File: src/rtl/gray_ptr_rx_if.sv
// rtl/gray_ptr_rx_if.sv - bundle between the Gray pointer source and the gray_ptr_rx receiver (GRAY_PTR_RX_STEP_CHECK_EN adds err/err_clr)
interface gray_ptr_rx_if #(
    parameter int WIDTH = 4
);
    logic [WIDTH-1:0] gray_in;
    logic [WIDTH-1:0] gray_sync;
    logic [WIDTH-1:0] bin_out;
    logic [WIDTH-1:0] delta;
    logic             upd;
    logic             ready;
`ifdef GRAY_PTR_RX_STEP_CHECK_EN
    logic             err;
    logic             err_clr;

    modport master (
        output gray_in, err_clr,
        input  gray_sync, bin_out, delta, upd, ready, err
    );

    modport slave (
        input  gray_in, err_clr,
        output gray_sync, bin_out, delta, upd, ready, err
    );
`else
    modport master (
        output gray_in,
        input  gray_sync, bin_out, delta, upd, ready
    );

    modport slave (
        input  gray_in,
        output gray_sync, bin_out, delta, upd, ready
    );
`endif
endinterface

File: src/rtl/gray_ptr_rx.sv
// rtl/gray_ptr_rx.sv - Gray pointer synchroniser, binary converter and advance tracker (optional step check: GRAY_PTR_RX_STEP_CHECK_EN)
module gray_ptr_rx #(
    parameter int WIDTH       = 4,
    parameter int SYNC_STAGES = 2,
    parameter int MAX_STEP    = 1
) (
    input  logic          clk,
    input  logic          rst,
    gray_ptr_rx_if.slave  bus
);

    typedef enum logic [1:0] {
        FILL  = 2'd0,
        PRIME = 2'd1,
        TRACK = 2'd2
    } state_t;

    // Fill counter only needs to reach SYNC_STAGES-1 (at most 3).
    localparam logic [2:0] FILL_LAST = 3'(SYNC_STAGES - 1);

    logic [WIDTH-1:0] sync_q [SYNC_STAGES];
    logic [WIDTH-1:0] gray_sync;
    logic [WIDTH-1:0] conv;
    logic [WIDTH-1:0] bin_q;
    logic [WIDTH-1:0] delta_q;
    logic             upd_q;
    logic             ready_q;
    logic [2:0]       fill_cnt;
    state_t           state;

    // Plain flop chain: no logic between stages so metastability can settle.
    always_ff @(posedge clk) begin
        if (rst) begin
            for (int i = 0; i < SYNC_STAGES; i++) begin
                sync_q[i] <= '0;
            end
        end else begin
            sync_q[0] <= bus.gray_in;
            for (int i = 1; i < SYNC_STAGES; i++) begin
                sync_q[i] <= sync_q[i-1];
            end
        end
    end

    assign gray_sync = sync_q[SYNC_STAGES-1];

    // Gray to binary: each binary bit is the XOR of its Gray bit and all higher Gray bits.
    always_comb begin
        conv = '0;
        for (int i = 0; i < WIDTH; i++) begin
            conv[i] = ^(gray_sync >> i);
        end
    end

    // Sequencer: wait for the chain to fill, prime bin_out without a delta, then track.
    always_ff @(posedge clk) begin
        if (rst) begin
            state    <= FILL;
            fill_cnt <= '0;
            bin_q    <= '0;
            delta_q  <= '0;
            upd_q    <= 1'b0;
            ready_q  <= 1'b0;
        end else begin
            case (state)
                FILL: begin
                    if (fill_cnt == FILL_LAST) begin
                        state <= PRIME;
                    end else begin
                        fill_cnt <= fill_cnt + 3'd1;
                    end
                end
                PRIME: begin
                    bin_q   <= conv;
                    delta_q <= '0;
                    upd_q   <= 1'b0;
                    ready_q <= 1'b0;
                    state   <= TRACK;
                end
                TRACK: begin
                    bin_q   <= conv;
                    delta_q <= conv - bin_q;
                    upd_q   <= (conv != bin_q);
                    ready_q <= 1'b1;
                end
                default: begin
                    state <= FILL;
                end
            endcase
        end
    end

`ifdef GRAY_PTR_RX_STEP_CHECK_EN
    localparam logic [WIDTH-1:0] STEP_LIMIT = WIDTH'(MAX_STEP);

    logic err_q;

    // Sticky step-violation flag; a new violation beats a simultaneous clear.
    always_ff @(posedge clk) begin
        if (rst) begin
            err_q <= 1'b0;
        end else if (state == TRACK && delta_q > STEP_LIMIT) begin
            err_q <= 1'b1;
        end else if (bus.err_clr) begin
            err_q <= 1'b0;
        end
    end

    assign bus.err = err_q;
`endif

    assign bus.gray_sync = gray_sync;
    assign bus.bin_out   = bin_q;
    assign bus.delta     = delta_q;
    assign bus.upd       = upd_q;
    assign bus.ready     = ready_q;

endmodule

File: src/flat_wrapper.sv
// flat-port wrapper written by rule: the top's interface ports become plain ports
module gray_ptr_rx_flat 
#(
    parameter int WIDTH       = 4,
    parameter int SYNC_STAGES = 2,
    parameter int MAX_STEP    = 1
)
  (clk, rst, bus_gray_in, bus_gray_sync, bus_bin_out, bus_delta, bus_upd, bus_ready);
  gray_ptr_rx_if #(.WIDTH(WIDTH)) bus_i ();
  input  logic clk;
  input  logic rst;
  input wire logic [$bits(bus_i.gray_in)-1:0] bus_gray_in;
  output wire logic [$bits(bus_i.gray_sync)-1:0] bus_gray_sync;
  output wire logic [$bits(bus_i.bin_out)-1:0] bus_bin_out;
  output wire logic [$bits(bus_i.delta)-1:0] bus_delta;
  output wire logic [$bits(bus_i.upd)-1:0] bus_upd;
  output wire logic [$bits(bus_i.ready)-1:0] bus_ready;
  assign bus_i.gray_in = bus_gray_in;
  assign bus_gray_sync = bus_i.gray_sync;
  assign bus_bin_out = bus_i.bin_out;
  assign bus_delta = bus_i.delta;
  assign bus_upd = bus_i.upd;
  assign bus_ready = bus_i.ready;
  gray_ptr_rx #(.WIDTH(WIDTH), .SYNC_STAGES(SYNC_STAGES), .MAX_STEP(MAX_STEP)) u_core (.clk(clk), .rst(rst), .bus(bus_i));
endmodule
File: config.mk
export PLATFORM = sky130hd
export DESIGN_NAME = gray_ptr_rx_flat
export DESIGN_NICKNAME = d
export VERILOG_FILES = /design/src/rtl/gray_ptr_rx_if.sv /design/src/rtl/gray_ptr_rx.sv /design/src/flat_wrapper.sv
export SDC_FILE = /design/constraint.sdc
export NUM_CORES = 1
export LEC_CHECK = 0
export ABC_AREA = 1
export CAP_MARGIN = 20
export CELL_PAD_IN_SITES_DETAIL_PLACEMENT = 0
export CELL_PAD_IN_SITES_GLOBAL_PLACEMENT = 2
export CORE_ASPECT_RATIO = 1.25
export CORE_UTILIZATION = 29
export CTS_CLUSTER_SIZE = 40
export DETAILED_ROUTE_END_ITERATION = 10
export HOLD_SLACK_MARGIN = 0.1
export PLACE_DENSITY = 0.75
export SYNTH_ARGS = -nofsm -noshare
export SYNTH_HDL_FRONTEND = slang
export SYNTH_SLANG_ARGS = --single-unit
File: constraint.sdc
create_clock -name clk -period 2.8 [get_ports clk]
set_input_delay 0.56 -clock clk [delete_from_list [all_inputs] [get_ports clk]]
set_output_delay 0.56 -clock clk [all_outputs]
set_load 0.01 [all_outputs]
# Yosys cells after proc, flatten, opt, wreduce, memory -nomap -nowiden
# Memory sizes are Yosys's and may differ from the RTL's.
# Cells that the tools add are included.
[word_totals]
regBits = 15
elab_cells = 37
mem_count = 1
mem_bits_rw = 8
[mem_list]
columns = ["name", "words", "word_bits", "read_ports", "rd_clocked_by_memory_dff", "wr", "line", "rtl"]
rows = [
  ["u_core.sync_q", 2, 4, 2, 0, 2, "gray_ptr_rx.sv:21", "logic [WIDTH-1:0] sync_q [SYNC_STAGES];"],
]
[classes]
n_mux = 10
n_eq_ne = 5
add_sub_neg = 2
bitwise = 4
n_reduce_logical = 9
[ops]
columns = ["cell", "count"]
rows = [
  ["4-bit XOR reduction", 4],
  ["4-bit 2-to-1 mux", 2],
  ["4-bit case mux with 2 select lines", 1],
  ["2-bit case mux with 3 select lines", 1],
  ["4-bit != test", 1],
  ["1-bit case mux with 2 select lines", 2],
  ["2-bit AND reduction", 2],
  ["4-bit subtractor", 1],
  ["3-bit by 1-bit adder with 3-bit output (second input constant)", 1],
  ["3-bit by 1-bit equality test with 1-bit output (second input constant)", 1],
  ["1-bit 2-to-1 mux", 3],
  ["2-bit by 1-bit equality test with 1-bit output (second input constant)", 1],
  ["2-bit equality test (second input constant)", 1],
  ["2-bit logical NOT", 1],
  ["2-bit 2-to-1 mux", 1],
  ["2-bit by 1-bit != test with 1-bit output (second input constant)", 1],
  ["1-bit NOT", 2],
  ["1-bit bitwise OR", 2],
  ["2-bit nonzero test", 1],
  ["2-bit OR reduction", 1],
]

# Longest topological paths before layout
# Gate-level depths: netlist of the first run.
[logic_depth]
depth_word = 3
mapped_depth = 13

# Least setup slack after synthesis of the first run
# OpenSTA, ideal clock, no wires.
[synth_path]
kind = "reg-to-reg"
start = "memory u_core.sync_q[1][3], in the netlist u_core.sync_q[0][7]"
end = "register u_core.delta_q[1], in the netlist u_core.bus.delta[1]"
path_stages_with_launch = 10
arrival_time_ns = 1.852
path_buffers = 0
required_ns = 2.672
synth_period_minus_slack_ns = 1.980
path_slack_ns = 0.820
path_cell_list = "dfxtp_1 > nand2_1 > nand2_4 > xnor2_4 > xor2_1 > inv_1 > ha_1 > fa_1 > a2bb2oi_1 > nor2_1"
[synth_rtl]
columns = ["element", "line", "rtl"]
rows = [
  ["start, declared", "gray_ptr_rx.sv:21", ""],
  ["end signal, assigned", "gray_ptr_rx.sv:82", "delta_q <= conv - bin_q;"],
  ["end, declared", "gray_ptr_rx.sv:25", "logic [WIDTH-1:0] delta_q;"],
]

==> flow_metrics.env, run 1 <==
export IMPL_worstHoldStart="u_core.sync_q[0][2]"
export IMPL_syn_area_um2=1090
export IMPL_hold_violations=0
export IMPL_cts_htree_levels=1
export IMPL_rsz0062_at_grt="no"
export IMPL_clk_latency_ns=0.27
export IMPL_synth_top_area_share_pct=42.25
export IMPL_ys_seq_elements=23
export IMPL_antenna_found_initial=0
export IMPL_holdWs_ns=0.4074
export IMPL_finalInstanceArea_um2=1326
export IMPL_synth_distinct_cells=26
export IMPL_power_frac_clock_pct=20.1
export IMPL_p_seq_share_pct=41.0
export IMPL_reg2reg_depth=9
export IMPL_dominantRegCellSynth="dfxtp_1"
export IMPL_place_hpwl_um=1456
export IMPL_swShare_pct=35.72
export IMPL_maxCapViolations=0
export IMPL_layout_min_cycle_time_ns=2.138
export IMPL_clock_skew_ns=0.005504
export IMPL_cts_hold_buf=0
export IMPL_placed_cell_area_um2=1280
export IMPL_powerDensity_nw_per_um2=775.7
export IMPL_leakagePower_nw=0.6022
export IMPL_synth_edff_count=0
export IMPL_synthTopCellsByCount="28 x inv_1, 23 x dfxtp_1, 17 x nor2_1"
export IMPL_syn_num_nets=146
export IMPL_drtPass1Iterations=3
export IMPL_rows=24
export IMPL_cts_buffer_depth=2
export IMPL_min_path_cells=2
export IMPL_hp_class="flop to flop"
export IMPL_switchingPower_mw=0.3674
export IMPL_cts_root_buf="clkbuf_8"
export IMPL_drive_gt1_share_pct=7.432
export IMPL_r2r_start="u_core.sync_q[0][7]"
export IMPL_nNetsFinal=163
export IMPL_drc=0
export IMPL_post_cts_setup_buffers=0
export IMPL_port_buffers=19
export IMPL_io_pins=20
export IMPL_path_class="flop to flop"
export IMPL_p_int_mw=0.6613
export IMPL_grt_pass1_wl_um=3567
export IMPL_initial_core_util_pct=30.76
export IMPL_grt_max_degree=24
export IMPL_arrival_ns=2.26
export IMPL_wirelength_um=1934
export IMPL_cts_tree="done"
export IMPL_dieArea_um2=4009
export IMPL_dieWidth_um=56.83
export IMPL_area_growth_pct=21.70
export IMPL_diodes=0
export IMPL_tightest_slew_ns=0.8488
export IMPL_irDropWorstVdd_mv=0.3162
export IMPL_yosysMostFrequentCell="inv_1"
export IMPL_clk_pin_slew_ns=0.08
export IMPL_ant_nets=0
export IMPL_crit_path_max_fanout=5
export IMPL_yosysSeqAreaShare_pct=42.25
export IMPL_grt_ovfl_total=0
export IMPL_post_drt_wl_per_cell_um=10.34
export IMPL_via_per_inst=4.460
export IMPL_gp_congestion=0.7191
export IMPL_required_ns=2.92
export IMPL_period_share_pct=76.34
export IMPL_slew_viol_final=0
export IMPL_synth_cells=132
export IMPL_grt_total_usage_pct=11.44
export IMPL_first_global_vias=867
export IMPL_vias=834
export IMPL_fin_tns_setup_ns=0
export IMPL_die_height_um=70.54
export IMPL_ys_warn_count=0
export IMPL_critPathCaptureType="flop"
export IMPL_cts_resized=0
export IMPL_r2r_slack_ns=0.66
export IMPL_core_area_um2=3543
export IMPL_fmax_mhz=467.8
export IMPL_ys_top_cells_by_area="dfxtp_1 42%, inv_1 9.6%, ha_1 8.0%, nor2_1 5.9%, nand2_1 4.5%"
export IMPL_startpoint_type="flop"
export IMPL_yosysTopAreaCell="dfxtp_1"
export IMPL_status="completed"
export IMPL_maxSlewHeadroom_pct=43.24
export IMPL_p_comb_share_pct=38.9
export IMPL_avgSynthCellArea_um2=8.256
export IMPL_synth_async_sr_flop_share_pct=0
export IMPL_drt_initial_drc_count=21
export IMPL_setup_viol=0
export IMPL_r2r_end="u_core.bus.delta[1]"
export IMPL_hold_end="u_core.sync_q[0][6]"
export IMPL_cts_sinks=23
export IMPL_cts_buffers=3
==> through the flow <==
stage	utilization [%]	total power [mW]	cells	worst slack, ns
after floorplan	-	0.7202	132	0.8202
after global placement	36.12	0.8278	183	0.7184
after detailed placement	36.12	0.8360	183	0.6756
after CTS	37.43	1.048	187	0.6737
after global routing	37.43	1.123	187	0.4925
final	37.43	1.029	187	0.6625
==> metal layers <==
metal	track usage (%)	share of wire [%]	routed length, um	vias to the layer above
li1	-	-	-	437
met1	13.16	43	830	379
met2	19.58	51	985	13
met3	3.473	4.0	77	5
met4	4.878	2.1	40	0
met5	0	0	0	-
==> worst max path at each step <==
| stage | startpoint | endpoint | slack (ns) | depth (start not counted) |
|---|---|---|---|---|
| floorplan | u_core.sync_q[0][7] | u_core.bus.delta[1] | 0.82 | 9 |
| global route | u_core.sync_q[0][7] | u_core.bus.delta[1] | 0.49 | 9 |
| detailed placement | u_core.sync_q[0][7] | u_core.bus.delta[1] | 0.68 | 10 |
| finish | u_core.sync_q[0][7] | u_core.bus.delta[1] | 0.66 | 9 |
| global placement | u_core.sync_q[0][7] | u_core.bus.delta[1] | 0.72 | 9 |
| CTS | u_core.sync_q[0][7] | u_core.bus.delta[1] | 0.67 | 9 |
==> power by group through the flow <==
stage	sequential (mW)	combinational [mW]	clock, mW
after global placement	0.430	0.398	0
after detailed placement	0.430	0.405	0
after global routing	0.433	0.456	0.233
after floorplan	0.437	0.283	0
final	0.422	0.400	0.207
after CTS	0.423	0.408	0.217
==> placed cells by master (no fill, tap or decap), types with 2 or more instances in the layout <==
cell	synthesis	final
a2bb2oi_1	2	2
clkdlybuf4s50_1	0	19
a21oi_1	9	9
clkbuf_8	0	3
nor2_1	17	17
nand3_1	4	4
a211oi_1	4	4
dfxtp_1	23	23
ha_1	7	7
o21ai_0	4	4
nand2_4	2	2
inv_1	28	28
nand2_1	13	13
==> cells by family after synthesis <==
group           after synthesis  synth area share [%]
simple gates                 40                 16.99
buf+inv                      36                 14.47
flops                        23                 42.25
compound gates               22                 12.28
fa+ha+maj                     8                 9.873
xor+xnor                      3                 4.134
==> flip-flops by register name, summed over array words and instances (netlist names) <==
register / flops
u_core.sync_q: 8
u_core.bus.bin_out: 4
u_core.bus.delta: 4
u_core.fill_cnt: 3
u_core.state: 2
u_core.bus.ready: 1
u_core.bus.upd: 1
==> layout make-up <==
cell class / count / area, um2
tap: 39 / 48.80
timing repair buffer: 19 / 190.2
fill: 390 / 2217
clock buffer: 3 / 41.29
multi-input combinational: 73 / 471.7
sequential: 23 / 460.4
inverter: 29 / 108.9
clock inverter: 1 / 5.005
==> critical path, stage by stage (launching register included) <==
cell       delay, ns
dfxtp_1         0.42
nand2_1         0.15
nand2_4         0.13
xnor2_4         0.13
xor2_1          0.20
inv_1           0.06
ha_1            0.20
fa_1            0.48
a2bb2oi_1       0.16
nor2_1          0.06
No activity file was read; power rests on OpenSTA's default activity.
==> run 2: changes to the inputs <==
- CORE_UTILIZATION: 29 -> 26
- PLACE_DENSITY: 0.75 -> 0.71
- clock period: 2.8 -> 1.7 ns (I/O delays scaled with it)
==> flow_metrics.env, run 2 (same netlist as run 1, synthesis figures left out) <==
export IMPL_nFillCells=408
export IMPL_violations="setup timing"
export IMPL_startpoint_type="flop"
export IMPL_switchingPower_mw=0.6581
export IMPL_cts_root_buf="clkbuf_8"
export IMPL_dp_cells=207
export IMPL_rows=25
export IMPL_grt_max_degree=24
export IMPL_path_cells="inv_2 > nand2_4 > nand2_4 > xnor2_4 > xor2_2 > inv_2 > ha_4 > fa_2 > a2bb2oi_2 > nor2_1"
export IMPL_path_class="flop to flop"
export IMPL_grt_pass1_wl_um=3829
export IMPL_clock_skew_ns=0.001492
export IMPL_period_share_pct=114.6
export IMPL_met1_usage_pct=13.28
export IMPL_fmax_mhz=513.3
export IMPL_hold_violations=0
export IMPL_drive_gt1_share_pct=22.98
export IMPL_dieWidth_um=59.91
export IMPL_holdWs_ns=0.3958
export IMPL_hp_class="flop to flop"
export IMPL_nNetsFinal=176
export IMPL_final_seq_area_um2=466.7
export IMPL_p_int_mw=1.164
export IMPL_powerDensity_nw_per_um2=1212
export IMPL_wirelength_um=2277
export IMPL_placed_cell_area_um2=1386
export IMPL_setup_viol=3
export IMPL_drc=0
export IMPL_irDropWorstVdd_mv=0.3908
export IMPL_critPathCaptureType="flop"
export IMPL_dieArea_um2=4456
export IMPL_core_area_um2=3910
export IMPL_crit_path_max_incr_delay_ns=0.53
export IMPL_largest_register_ffs=8
export IMPL_arrival_ns=2.12
export IMPL_via_per_inst=4.074
export IMPL_cp_slowest_cell="fa_2"
export IMPL_post_drt_wl_per_cell_um=10.59
export IMPL_met3_usage_pct=2.609
export IMPL_final_cell_mix="25 x inv_1, 20 x dfxtp_1, 19 x clkdlybuf4s50_1"
export IMPL_maxCapViolations=0
export IMPL_area_growth_pct=37.89
export IMPL_cts_htree_levels=1
export IMPL_p_seq_share_pct=38.7
export IMPL_io_pins=20
export IMPL_antenna_found_initial=0
export IMPL_cts_buffers=3
export IMPL_maxSlewHeadroom_pct=76.98
export IMPL_grt_total_usage_pct=11.73
export IMPL_cts_hold_buf=0
export IMPL_finalInstanceArea_um2=1503
export IMPL_tightest_slew_ns=0.3416
export IMPL_cts_tree="done"
export IMPL_crit_path_max_fanout=3
export IMPL_multi_input_area_um2=514.2
export IMPL_grt_ovfl_total=0
export IMPL_slew_viol_final=0
export IMPL_vias=876
export IMPL_swShare_pct=36.13
export IMPL_cts_sinks=23
export IMPL_clk_latency_ns=0.27
export IMPL_power_mw=1.822
export IMPL_status="complete, but fails checks"
export IMPL_power_frac_clock_pct=19.1
export IMPL_port_buffers=19
export IMPL_drtPass1Iterations=3
export IMPL_drt_initial_drc_count=3
export IMPL_rsz0062_at_grt="yes"
export IMPL_instances_no_fill=215
export IMPL_diodes=0
export IMPL_grt_busiest_layer="met2"
export IMPL_place_hpwl_um=1651
export IMPL_cts_buffer_depth=2
export IMPL_ant_nets=0
export IMPL_leakagePower_nw=0.6680
export IMPL_first_global_vias=859
export IMPL_p_comb_share_pct=42.3
export IMPL_regMostFlops="u_core.sync_q"
export IMPL_gp_congestion=0.6589
export IMPL_setup_ws_ns=-0.2481
export IMPL_grt_met2_usage_pct=20.25
export IMPL_initial_core_util_pct=27.87
export IMPL_utilization_pct=38.43
export IMPL_final_common_cell="inv_1"
export IMPL_layout_min_cycle_time_ns=1.948
export IMPL_die_height_um=74.39
export IMPL_clk_pin_slew_ns=0.08
export IMPL_required_ns=1.87
## run 2: cell types whose count changed in the layout (fill, tap and decap cells not counted), moves of 2 or more
cell     before  now
nand2_1      13   11
nand2_2       0    2
inv_1        28   25
dfxtp_1      23   20
dfxtp_2       0    2
inv_2         1    4
buf_4         0   12
## run 2: area by class of cell
| type | count | share of cell area [%] |
|---|---|---|
| Tap cell | 54 | 4.496 |
| Multi-Input combinational cell | 73 | 34.22 |
| Timing Repair Buffer | 32 | 19.98 |
| Clock buffer | 4 | 2.998 |
| Sequential cell | 23 | 31.06 |
| Inverter | 29 | 7.244 |
## run 2: power by group through the flow
stage                     combinational, mW  sequential [mW]  clock (mW)
after floorplan                       0.467            0.720           0
final                                 0.770            0.704       0.347
after CTS                             0.719            0.702       0.366
after global placement                0.688            0.706           0
after global routing                  0.880            0.717       0.383
after detailed placement              0.710            0.713           0
## run 2: final timing paths
kind                                           from                   to  slack [ns]  depth (start not counted)
worst max register to register  u_core.sync_q[0][6]  u_core.bus.delta[1]       -0.25                         10
worst min-delay path            u_core.sync_q[0][2]  u_core.sync_q[0][6]        0.40                          2
worst min register to register  u_core.sync_q[0][2]  u_core.sync_q[0][6]        0.40                          2
worst max-delay path            u_core.sync_q[0][6]  u_core.bus.delta[1]       -0.25                         10
## run 2: through the flow
| stage | worst slack [ns] | TNS, ns |
|---|---|---|
| final | -0.2481 | -0.5453 |
| after global routing | -0.3657 | -1.187 |
| after CTS | -0.2302 | -0.5527 |
| after detailed placement | -0.2463 | -0.5143 |
| after global placement | -0.2188 | -0.4674 |
| after floorplan | -0.2095 | -0.3803 |
## run 2: repair_timing
action                                  in CTS  in global routing
setup buffers                                1                  3
pin swaps                                    2                  7
gates resized for setup                      1                 11
endpoints found under the setup margin       4                  6
## run 2: worst max-delay path, delay by kind of cell (launching register included)
family	cells	cell delay (ns)
DFF	1	0.36
xor gates and xnor gates	2	0.39
and+or+nand+nor	3	0.17
adders and majority gates	2	0.69
buffers and inverters	2	0.11
AOI/OAI and AO/OA	1	0.13
## run 2: routing by layer
metal / routed length, um / vias to the layer above
li1: - / 464
met5: 0 / -
met4: 52 / 0
met3: 69 / 5
met1: 962 / 394
met2: 1193 / 13
==> run 3: changes to the inputs <==
--- a/config.mk
+++ b/config.mk
@@ -19,2 +19,3 @@
 export SYNTH_HDL_FRONTEND = slang
 export SYNTH_SLANG_ARGS = --single-unit
+export TNS_END_PERCENT = 50
==> constraint.sdc (replaced) <==
create_clock -name clk -period 1.7 [get_ports clk]
set_input_delay 0.51 -clock clk [delete_from_list [all_inputs] [get_ports clk]]
set_output_delay 0.51 -clock clk [all_outputs]
set_load 0.01 [all_outputs]
==> flow_metrics.env, run 3 (same netlist as run 1, synthesis figures left out) <==
export IMPL_status="complete, but fails checks"
export IMPL_violations="setup timing"
export IMPL_cts_htree_levels=1
export IMPL_tightest_slew_ns=0.3551
export IMPL_slew_viol_final=0
export IMPL_period_share_pct=114.7
export IMPL_area_growth_pct=38.69
export IMPL_cts_sinks=23
export IMPL_die_height_um=74.39
export IMPL_wirelength_um=2241
export IMPL_fin_tns_setup_ns=-0.5457
export IMPL_arrival_ns=2.12
export IMPL_initial_core_util_pct=27.87
export IMPL_grt_met2_usage_pct=19.88
export IMPL_vias=888
export IMPL_first_global_vias=864
export IMPL_diodes=0
export IMPL_hold_violations=0
export IMPL_p_seq_share_pct=39.1
export IMPL_ant_nets=0
export IMPL_startpoint_type="flop"
export IMPL_clock_skew_ns=0.001798
export IMPL_port_buffers=19
export IMPL_crit_buf_inv=2
export IMPL_grt_total_usage_pct=11.39
export IMPL_drtPass1Iterations=2
export IMPL_grt_busiest_layer="met2"
export IMPL_setup_ws_ns=-0.2495
export IMPL_p_int_mw=1.139
export IMPL_p_comb_share_pct=41.7
export IMPL_gp_congestion=0.6694
export IMPL_dieArea_um2=4456
export IMPL_switchingPower_mw=0.6463
export IMPL_grt_pass1_wl_um=3753
export IMPL_drt_initial_drc_count=14
export IMPL_met1_usage_pct=13.02
export IMPL_maxCapViolations=0
export IMPL_irDropWorstVdd_mv=0.3787
export IMPL_largest_register_ffs=8
export IMPL_nNetsFinal=177
export IMPL_dp_slack_ns=-0.2413
export IMPL_clk_latency_ns=0.26
export IMPL_met3_usage_pct=2.435
export IMPL_crit_path_max_incr_delay_ns=0.53
export IMPL_place_hpwl_um=1660
export IMPL_post_drt_wl_per_cell_um=10.38
export IMPL_leakagePower_nw=0.7532
export IMPL_rsz0062_at_grt="yes"
export IMPL_clk_pin_slew_ns=0.08
export IMPL_dieWidth_um=59.91
export IMPL_layout_min_cycle_time_ns=1.949
export IMPL_crit_path_max_fanout=3
export IMPL_rows=25
export IMPL_final_common_cell="inv_1"
export IMPL_final_cell_mix="26 x inv_1, 20 x dfxtp_1, 17 x nor2_1"
export IMPL_cts_tree="done"
export IMPL_maxSlewHeadroom_pct=76.30
export IMPL_regMostFlops="u_core.sync_q"
export IMPL_io_pins=20
export IMPL_finalInstanceArea_um2=1511
export IMPL_hp_class="flop to flop"
export IMPL_cp_slowest_cell="fa_2"
export IMPL_cts_buffers=3
export IMPL_swShare_pct=36.19
export IMPL_cts_buffer_depth=2
export IMPL_critPathCaptureType="flop"
export IMPL_via_per_inst=4.111
export IMPL_path_cells="inv_2 > nand2_4 > nand2_4 > xnor2_4 > xor2_2 > inv_2 > ha_4 > fa_2 > a2bb2oi_2 > nor2_1"
export IMPL_nFillCells=415
export IMPL_drive_gt1_share_pct=22.84
export IMPL_fmax_mhz=513.0
export IMPL_setup_viol=4
export IMPL_required_ns=1.87
export IMPL_power_mw=1.786
export IMPL_path_class="flop to flop"
export IMPL_grt_ovfl_total=0
export IMPL_path_delay_family="adder cells"
export IMPL_placed_cell_area_um2=1394
export IMPL_grt_max_degree=13
export IMPL_cts_hold_buf=0
export IMPL_powerDensity_nw_per_um2=1181
export IMPL_cts_root_buf="clkbuf_8"
export IMPL_power_frac_clock_pct=19.2
export IMPL_antenna_found_initial=0
export IMPL_drc=0
export IMPL_core_area_um2=3910
## run 3: changes by cell type in the layout (fill, tap and decap cells not counted), sizes merged
cell	change
dlymetal6s2s	+3
dlygate4sd2	+7
buf	+1
clkdlybuf4s50	-10
## run 3: path summary, 6_finish.rpt
kind | from | to | slack (ns) | cells after the start
setup / recovery | u_core.sync_q[0][6] | u_core.bus.delta[1] | -0.25 | 10
hold / removal | u_core.sync_q[0][1] | u_core.sync_q[0][5] | 0.40 | 2
setup reg to reg | u_core.sync_q[0][6] | u_core.bus.delta[1] | -0.25 | 10
hold reg to reg | u_core.sync_q[0][1] | u_core.sync_q[0][5] | 0.40 | 2
## run 3: final cells by class
type                    instances  area (um2)  area share, %
repair buffers                 33       306.5          20.28
clock buffers                   4       45.04          2.980
well taps                      54       67.56          4.470
inverters                      29       108.9          7.202
flip-flops and latches         23       469.2          31.04
multi-input cells              73       514.2          34.02
## run 3: worst min-delay path, cell delays in order, from the launching register on
cell	delay, ns
dfxtp_1	0.30
inv_1	0.04
nor2_1	0.03
## run 3: power by group through the flow
stage | combinational, mW | clock, mW | sequential, mW
6_report | 0.745 | 0.342 | 0.698
5_1_grt | 0.860 | 0.376 | 0.709
4_1_cts | 0.699 | 0.352 | 0.696
3_5_place_dp | 0.709 | 0 | 0.710
3_3_place_gp | 0.692 | 0 | 0.706
2_1_floorplan | 0.467 | 0 | 0.720
## run 3: routing by layer
layer / vias to the layer above / wire length [um] / part of all wire, %
met2: 12 / 1177 / 53
met5: - / 0 / 0
met4: 0 / 44 / 2.0
met3: 4 / 63 / 2.8
li1: 468 / - / -
met1: 404 / 955 / 43
## run 3: metrics by stage
stage,hold slack [ns],std cells,utilization [%]
5_1_grt,0.4173,216,38.66
4_1_cts,0.3970,214,37.12
2_1_floorplan,0.3787,132,-
3_3_place_gp,0.3860,208,35.65
3_5_place_dp,0.3851,208,35.65
6_report,0.3960,216,38.66
## run 3: timing repair
action	in CTS	in global routing
pin swaps	2	5
resized for setup	10	12
endpoints found under the hold margin	0	0
endpoints found under the setup margin	10	7
gates cloned	0	0
setup buffers	2	2
